### src/rtl/fp_div.sv
// ============================================================================
// Module      : fp_div
// Description : Iterative binary32 divider (restoring, one quotient bit per
//               clock, truncation rounding). Macro FP_DIV_SPECIAL_EN enables
//               zero/inf/NaN handling and exponent saturation/flush.
// Revision    : 1.0 - initial release
// ============================================================================
`default_nettype none

module fp_div (
    input  logic        clk,
    input  logic        rst,
    input  logic        start,
    input  logic [31:0] a0,
    input  logic [31:0] b0,
    output logic        busy,
    output logic        done,
    output logic [31:0] ret
);

`ifdef FP_DIV_SPECIAL_EN
    localparam int EXP_W = 10;
`else
    // Without special handling the exponent wraps in 8 bits, so the upper
    // bits of the signed intermediate would never be observed.
    localparam int EXP_W = 8;
`endif

    localparam logic [4:0] C_ITER_LAST = 5'd24;

    typedef enum logic [1:0] {
        S_IDLE = 2'd0,
        S_DIV  = 2'd1,
        S_NORM = 2'd2
    } state_t;

    state_t             r_state;
    state_t             w_state_nxt;
    logic               r_sign;
    logic [EXP_W-1:0]   r_exp;
    logic [23:0]        r_mb;
    logic [24:0]        r_rem;
    logic [24:0]        r_quo;
    logic [4:0]         r_cnt;

    logic               w_ge;
    logic [24:0]        w_rem_sub;
    logic [24:0]        w_rem_sel;
    logic [24:0]        w_rem_nxt;
    logic [EXP_W-1:0]   w_exp_cap;
    logic [EXP_W-1:0]   w_exp_n;
    logic [22:0]        w_frac;
    logic [31:0]        w_ret_n;

`ifdef FP_DIV_SPECIAL_EN
    logic               r_nan;
    logic               r_a_zero;
    logic               r_b_zero;
`endif

    always_ff @(posedge clk) begin
        if (rst) begin
            r_state <= S_IDLE;
        end else begin
            r_state <= w_state_nxt;
        end
    end

    always_comb begin
        w_state_nxt = r_state;
        case (r_state)
            S_IDLE:  if (start) w_state_nxt = S_DIV;
            S_DIV:   if (r_cnt == 5'd0) w_state_nxt = S_NORM;
            S_NORM:  w_state_nxt = S_IDLE;
            default: w_state_nxt = S_IDLE;
        endcase
    end

    always_comb begin
        w_exp_cap = EXP_W'(a0[30:23]) - EXP_W'(b0[30:23]) + EXP_W'(127);
        w_ge      = (r_rem >= {1'b0, r_mb});
        w_rem_sub = r_rem - {1'b0, r_mb};
        w_rem_sel = w_ge ? w_rem_sub : r_rem;
        // The kept remainder is always below mb, so the shift cannot overflow.
        w_rem_nxt = w_rem_sel << 1;
        w_exp_n   = r_quo[24] ? r_exp : r_exp - EXP_W'(1);
        w_frac    = r_quo[24] ? r_quo[23:1] : r_quo[22:0];
        w_ret_n   = {r_sign, w_exp_n[7:0], w_frac};
`ifdef FP_DIV_SPECIAL_EN
        if (r_nan) begin
            w_ret_n = 32'h7FC0_0000;
        end else if (r_a_zero) begin
            w_ret_n = {r_sign, 31'h0};
        end else if (r_b_zero) begin
            w_ret_n = {r_sign, 8'hFF, 23'h0};
        end else if ($signed(w_exp_n) >= $signed(10'd255)) begin
            w_ret_n = {r_sign, 8'hFF, 23'h0};
        end else if ($signed(w_exp_n) <= $signed(10'd0)) begin
            w_ret_n = {r_sign, 31'h0};
        end
`endif
    end

    always_ff @(posedge clk) begin
        if (rst) begin
            busy  <= 1'b0;
            done  <= 1'b0;
            ret   <= 32'h0;
            r_sign <= 1'b0;
            r_exp  <= '0;
            r_mb   <= 24'h0;
            r_rem  <= 25'h0;
            r_quo  <= 25'h0;
            r_cnt  <= 5'd0;
`ifdef FP_DIV_SPECIAL_EN
            r_nan    <= 1'b0;
            r_a_zero <= 1'b0;
            r_b_zero <= 1'b0;
`endif
        end else begin
            done <= 1'b0;
            case (r_state)
                S_IDLE: begin
                    if (start) begin
                        busy   <= 1'b1;
                        r_sign <= a0[31] ^ b0[31];
                        r_exp  <= w_exp_cap;
                        r_mb   <= {1'b1, b0[22:0]};
                        r_rem  <= {2'b01, a0[22:0]};
                        r_quo  <= 25'h0;
                        r_cnt  <= C_ITER_LAST;
`ifdef FP_DIV_SPECIAL_EN
                        r_nan    <= (a0[30:23] == 8'hFF) || (b0[30:23] == 8'hFF);
                        r_a_zero <= (a0[30:23] == 8'h00);
                        r_b_zero <= (b0[30:23] == 8'h00);
`endif
                    end
                end
                S_DIV: begin
                    r_quo <= {r_quo[23:0], w_ge};
                    r_rem <= w_rem_nxt;
                    r_cnt <= r_cnt - 5'd1;
                end
                S_NORM: begin
                    ret  <= w_ret_n;
                    done <= 1'b1;
                    busy <= 1'b0;
                end
                default: ;
            endcase
        end
    end

endmodule

`default_nettype wire

### config.mk
export PLATFORM = sky130hd
export DESIGN_NAME = fp_div
export DESIGN_NICKNAME = d
export VERILOG_FILES = /design/src/rtl/fp_div.sv
export SDC_FILE = /design/constraint.sdc
export NUM_CORES = 1
export LEC_CHECK = 0
export BUFFER_PORTS_ARGS = -buffer_cell sky130_fd_sc_hd__buf_4
export CAP_MARGIN = 10
export CORE_MARGIN = 4
export CORE_UTILIZATION = 35
export DETAILED_ROUTE_END_ITERATION = 12
export PLACE_DENSITY = 0.54
export SYNTH_ARGS = -nofsm -noshare
export SYNTH_HDL_FRONTEND = slang
export SYNTH_SLANG_ARGS = --single-unit
### constraint.sdc
create_clock -name clk -period 3.35 [get_ports clk]
set_clock_uncertainty 0.2 [all_clocks]
set_input_delay 0.5025 -clock clk [delete_from_list [all_inputs] [get_ports clk]]
set_output_delay 0.5025 -clock clk [all_outputs]
set_load 0.01 [all_outputs]
==> results of run 1 <==
-- cells in the final DEF (no fill, tap or decap), types with 3 or more instances in the layout --
master	instances
nand2_1	147
dfxtp_1	124
buf_4	109
a21oi_1	78
o21ai_0	49
inv_1	47
mux2i_1	45
ha_1	40
a22o_1	25
nor2_1	24
xnor2_1	20
clkbuf_16	17
a31o_2	16
a21o_1	15
xor2_1	13
nor3_1	13
a211oi_1	8
nand3_1	8
o21a_1	7
nand4_1	6
a31oi_1	5
or3_1	4
nor2b_1	4
clkinvlp_4	4
and3_1	3
nand2b_1	3
clkinv_4	3
-- report_power, final --
part           switching [µW]  internal (µW)
combinational            1070            828
clock                     687           1120
sequential               86.4           1580
-- kinds of logic (layout without fill, tap and decap cells) --
| group | count (synthesis) | count (layout) | synth area share |
|---|---|---|---|
| AO/OA/AOI/OAI | 229 | 229 | 0.2283 |
| XOR/XNOR | 33 | 33 | 0.04322 |
| adder cells (fa/ha/maj) | 42 | 42 | 0.08082 |
| buffers and inverters | 91 | 190 | 0.05650 |
| flip-flops | 124 | 124 | 0.3712 |
| multiplexers | 46 | 46 | 0.06904 |
| AND/OR/NAND/NOR | 228 | 228 | 0.1510 |
-- sequential cells by signal, summed over array words and instances, names as in the netlist --
signal and flops:
busy 1, done 1, r_cnt 5, r_exp 8, r_mb 24, r_quo 25, r_rem 25, r_sign 1
r_state 2, ret 32
-- worst min path at each step --
| stage | endpoint | slack [ps] | cells after the start |
|---|---|---|---|
| 6_report | r_mb[7] | 140 | 3 |
| 5_1_grt | r_mb[12] | 130 | 3 |
| 4_1_cts | r_mb[7] | 120 | 3 |
| 3_5_place_dp | ret[15] | 240 | 2 |
| 3_3_place_gp | ret[15] | 240 | 2 |
| 2_1_floorplan | r_cnt[4] | 230 | 1 |
-- through the flow --
stage / hold slack (ps) / cell area, µm²
final: 136.5 / 8237
after floorplan: 234.4 / 6688
after detailed placement: 243.0 / 7651
after CTS: 120.5 / 8237
after global placement: 237.7 / 7651
after global routing: 130.6 / 8237
-- critical path: stages (launching register included) --
cell and delay [ps]:
dfxtp_1 330, inv_1 60, ha_1 150, inv_1 60, fa_1 400, a21oi_1 250
o211ai_1 170, a211oi_1 310, o21a_1 250, o21ai_0 150, a31oi_1 230, mux2i_1 200
nor2_1 60
-- metal layers --
metal | vias to the layer above | global-route usage | routed length (µm)
met5 | - | 0 | 0
met4 | 0 | 0.03104 | 128
met3 | 7 | 0.03849 | 541
met2 | 79 | 0.2596 | 7773
met1 | 2599 | 0.1998 | 7758
li1 | 2956 | - | -
-- area by class of cell --
cell class	count	area (µm²)	share of cell area
Clock buffer	20	446.7	0.05423
Multi-Input combinational cell	578	3841	0.4664
Inverter	47	176.4	0.02142
Tap cell	234	292.8	0.03555
Timing Repair Buffer	111	858.3	0.1042
Sequential cell	124	2482	0.3014
Clock inverter	12	138.9	0.01686
==> results.txt, run 1 <==
----------------------------------------------------
[Setup path]
  Cell depth of the worst flop-to-flop path ... 12
  Critical Path Sink Type ... flop
  Required time reported for the critical path endpoint ... 3450 ps
  Maximum fanout encountered on the critical timing path ... 3
  Critical path endpoint ... r_rem[23]
  Start of the worst register-to-register path ... r_rem[0]
  Setup slack, reg-to-reg ... 430 ps
  WP data arrival ... 3020 ps
  Worst setup path start ... r_rem[0]
  Critical Setup Path Class ... flop to flop
  Destination of the worst register-to-register timing path ... r_rem[23]
  Startpoint Class ... flop

[Clock network]
  Max Buffers Root-to-Sink ... 2
  TritonCTS clock tree ... built
  Total CTS buffers ... 17
  Post-cts gate resize count ... 0
  Clock latency of the later-clocked register in the worst-skew pair ... 410 ps
  Buffer cell driving the clock tree root ... clkbuf_16
  Clock transition time at the flip-flop clock pins of the worst setup and hold paths ... 60 ps
  H-tree depth ... 4
  Post-cts hold buffer count ... 0
  Post-CTS setup buffers ... 0
  Clock Sink Count ... 124

[Global route]
  Vias in the first global route ... 5588
  Grt ovf ... 0
  Pin count of the biggest net entering global routing ... 67
  Antenna violations before repair ... 0
  Global-route wire length before repair ... 27330 µm
  Total GRT Usage ... 0.1536

[Floorplanning]
  Number of rows created at floorplan ... 50
  Initial Utilization ... 0.3563
  Chip Width ... 146.2 µm
  Top-level port count ... 101
  Full die area ... 0.02138 mm²
  Die Y ... 146.2 µm
  Core outline area ... 0.01877 mm²

[Layout]
  Post-Layout Cell Count ... 1126
  Layout cells sized above 1 ... 0.2018
  Number of diodes ... 0
  Final core utilization ... 0.4389
  Syn-to-layout area delta ... 23.16%
  Number of filler cells placed in the layout ... 1935
  Nets ... 988

[Placed design]
  Final GP Congestion ... 0.8032
  Placed cell count ... 1094
  Worst setup slack after placement ... 397.5 ps
  Post-DP HPWL ... 11550 µm
  # port buffers ... 100

[STA]
  F_max ... 342.1 MHz
  Fin Setup TNS ... 0 ps
  Relative slew slack ... 0.4479
  Count of endpoints failing hold in the final timing report ... 0
  Unrepaired setup endpoints after global routing ... false
  Final period utilization ... 0.8726
  Number of endpoints failing setup at the final stage ... 0
  Count of final max-slew check failures ... 0
  Final worst slack ... 426.9 ps
  Minimum period implied by the final worst setup slack ... 2923 ps
  Worst slew pin tran ... 823.6 ps

[Synthesis]
  Post-synth EDFFs ... 0
  Dominant cell type by area after synthesis ... dfxtp_1
  Most repeated cell in the gate-level netlist after synthesis ... nand2_1
  Cell area after synthesis ... 0.006688 mm²
  Synthesized flop and latch total ... 124
  Dominant synthesized flop cell ... dfxtp_1
  Synthesized net count ... 902
  YS warnings ... 0
  Post-synthesis area per instance ... 8.433 µm²
  Top cell type's share of synthesized area ... 0.3712
  Cell types occupying the most area after synthesis ... dfxtp_1 (37%), nand2_1 (8.3%), ha_1 (7.5%), mux2i_1 (6.7%), a21oi_1 (5.9%)
  Leading cell types by count after synthesis ... nand2_1 (147), dfxtp_1 (124), a21oi_1 (79)
  Syn Inst Count ... 793
  Netlist cell types ... 62
  Proportion of synthesized flip-flops having asynchronous set or reset ... 0
  Sequential share of the synthesized area ... 0.3712

[Job]
  # Max-Cap Violations ... 0

[Detailed routing]
  Number of vias per cell ... 5.010
  Average detailed-routed wire length per instance ... 14.39 µm
  Initial drt markers ... 245
  Detailed Route WL ... 16200 µm
  Length of the first detailed-routing pass in iterations ... 5
  Total DRC errors in the routed layout ... 0
  Total number of vias ... 5641
  Count of nets left with antenna violations after detail routing ... 0

[Pwr]
  Power, Total ... 5377 µW
  Pwr per Cell Area ... 652.8 mW/mm²
  Highest ir drop seen on vdd ... 0.3812 mV
  Total leakage power ... 0.003480 µW

[Outcome]
  Outcome ... finished, final reports clean

[Worst hold path]
  Min-delay src ... b0[7]
  Hold Path Class ... primary input to flop

----------------------------------------------------
Power figures use the tool's default switching activity.
==> run 2: changes to the inputs <==
Settings changed: CORE_UTILIZATION 35 to 57, PLACE_DENSITY 0.54 to 0.81.
==> results.txt, run 2 (synthesis results as in run 1) <==
----------------------------------------------------
[Outcome]
  Outcome ... finished, final reports clean

[Setup path]
  Critical Setup Path Class ... flop to flop
  WP data arrival ... 3250 ps
  Worst setup path start ... r_rem[0]
  Start of the worst register-to-register path ... r_rem[0]
  Required time reported for the critical path endpoint ... 3500 ps
  Startpoint Class ... flop
  Maximum fanout encountered on the critical timing path ... 3
  Critical Path Sink Type ... flop

[STA]
  Count of final max-slew check failures ... 0
  Unrepaired setup endpoints after global routing ... false
  Final period utilization ... 0.9239
  Fin Setup TNS ... 0 ps
  Relative slew slack ... 0.2330
  F_max ... 323.1 MHz
  Number of endpoints failing setup at the final stage ... 0
  Minimum period implied by the final worst setup slack ... 3095 ps
  Count of endpoints failing hold in the final timing report ... 0
  Worst slew pin tran ... 1149 ps

[Layout]
  Nets ... 985
  Commonest cells after routing, fill and taps aside ... nand2_1 (147), dfxtp_1 (124), buf_4 (108), a21oi_1 (78), o21ai_0 (49)
  Number of filler cells placed in the layout ... 908
  Registers with the highest flip-flop counts ... ret: 32 flops, r_quo: 25 flops, r_rem: 25 flops
  Commonest non-fill, non-tap cell in the layout ... nand2_1
  Final core utilization ... 0.7074
  Syn-to-layout area delta ... 21.29%
  Number of flip-flops under the largest register name ... 32
  Final instance area ... 0.008112 mm²
  Number of diodes ... 0
  Layout cells sized above 1 ... 0.2025
  Most flop-heavy register ... ret

[Clock network]
  Clock Sink Count ... 124
  Total CTS buffers ... 17
  Buffer cell driving the clock tree root ... clkbuf_16
  Max Buffers Root-to-Sink ... 2
  TritonCTS clock tree ... built
  H-tree depth ... 4
  Clock latency of the later-clocked register in the worst-skew pair ... 420 ps
  Clock transition time at the flip-flop clock pins of the worst setup and hold paths ... 60 ps
  Post-CTS setup buffers ... 0

[Detailed routing]
  Detailed Route WL ... 15810 µm
  Total DRC errors in the routed layout ... 0
  Length of the first detailed-routing pass in iterations ... 5
  Average detailed-routed wire length per instance ... 15.32 µm
  Count of nets left with antenna violations after detail routing ... 0
  Total number of vias ... 5908
  Number of vias per cell ... 5.725
  Initial drt markers ... 431

[Global route]
  Grt ovf ... 0
  Global-route wire length before repair ... 26300 µm
  Vias in the first global route ... 5818
  Antenna violations before repair ... 0
  Pin count of the biggest net entering global routing ... 67
  Total GRT Usage ... 0.2410

[Pwr]
  Pwr per Cell Area ... 673.9 mW/mm²
  Highest ir drop seen on vdd ... 0.4201 mV
  Total leakage power ... 0.003485 µW
  Power, Total ... 5466 µW

[Floorplanning]
  Die Y ... 116.3 µm
  Core outline area ... 0.01147 mm²
  Top-level port count ... 101
  Number of rows created at floorplan ... 39
  Initial Utilization ... 0.5832
  Full die area ... 0.01353 mm²
  Chip Width ... 116.3 µm

[Worst hold path]
  Min-delay src ... b0[7]
  Hold Path Class ... primary input to flop

[Placed design]
  Final GP Congestion ... 0.9623
  Placed Instance Area ... 0.007498 mm²
  # port buffers ... 100
  Post-DP HPWL ... 10850 µm

[Job]
  # Max-Cap Violations ... 0

----------------------------------------------------
run 2: critical path: stages (launching register included):
cell and delay (ps):
dfxtp_1 330, inv_1 60, ha_1 150, inv_1 60
fa_1 400, a21oi_1 230, o211ai_1 190, a2111oi_1 560
o21ai_0 210, a21oi_1 230, xnor2_1 160, mux2i_1 100
a21oi_1 150
run 2: layout make-up:
class	instances	area, µm²	share of cell area
well taps	143	178.9	0.02206
multi-input cells	578	3851	0.4748
repair buffers	108	810.8	0.09995
clock buffers	18	439.2	0.05414
clock inverters	14	172.7	0.02129
inverters	47	176.4	0.02175
flip-flops and latches	124	2482	0.3060
run 2: power breakdown:
group | total, µW | switching, µW | internal, µW
logic | 1900 | 1080 | 821
clock network | 1890 | 747 | 1140
registers | 1670 | 88.0 | 1580
run 2: stage by stage:
| stage | cells | worst slack [ps] | hold slack, ps |
|---|---|---|---|
| floorplan | 793 | 729.6 | 234.4 |
| global placement | 1000 | 520.8 | 238.8 |
| detailed placement | 1000 | 434.7 | 246.7 |
| CTS | 1032 | 211.9 | 114.9 |
| global route | 1032 | 105.7 | 113.6 |
| finish | 1032 | 255.1 | 121.3 |
run 2: final timing paths:
| check | end | slack (ps) | cells past startpoint |
|---|---|---|---|
| max | r_rem[15] | 260 | 12 |
| min | r_mb[7] | 120 | 3 |
| max reg2reg | r_rem[15] | 260 | 12 |
| min reg2reg | ret[7] | 260 | 2 |
run 2: layer usage:
| layer | GRT usage | wire, µm |
|---|---|---|
| met2 | 0.4378 | 7992 |
| met5 | 0 | 0 |
| met4 | 0.08585 | 313 |
| met3 | 0.05440 | 838 |
| met1 | 0.2766 | 6664 |
run 2: timing repair:
item,4_1_cts,5_1_grt
resized for setup,0,1
endpoints found under the setup margin,0,1
hold buffers,0,0
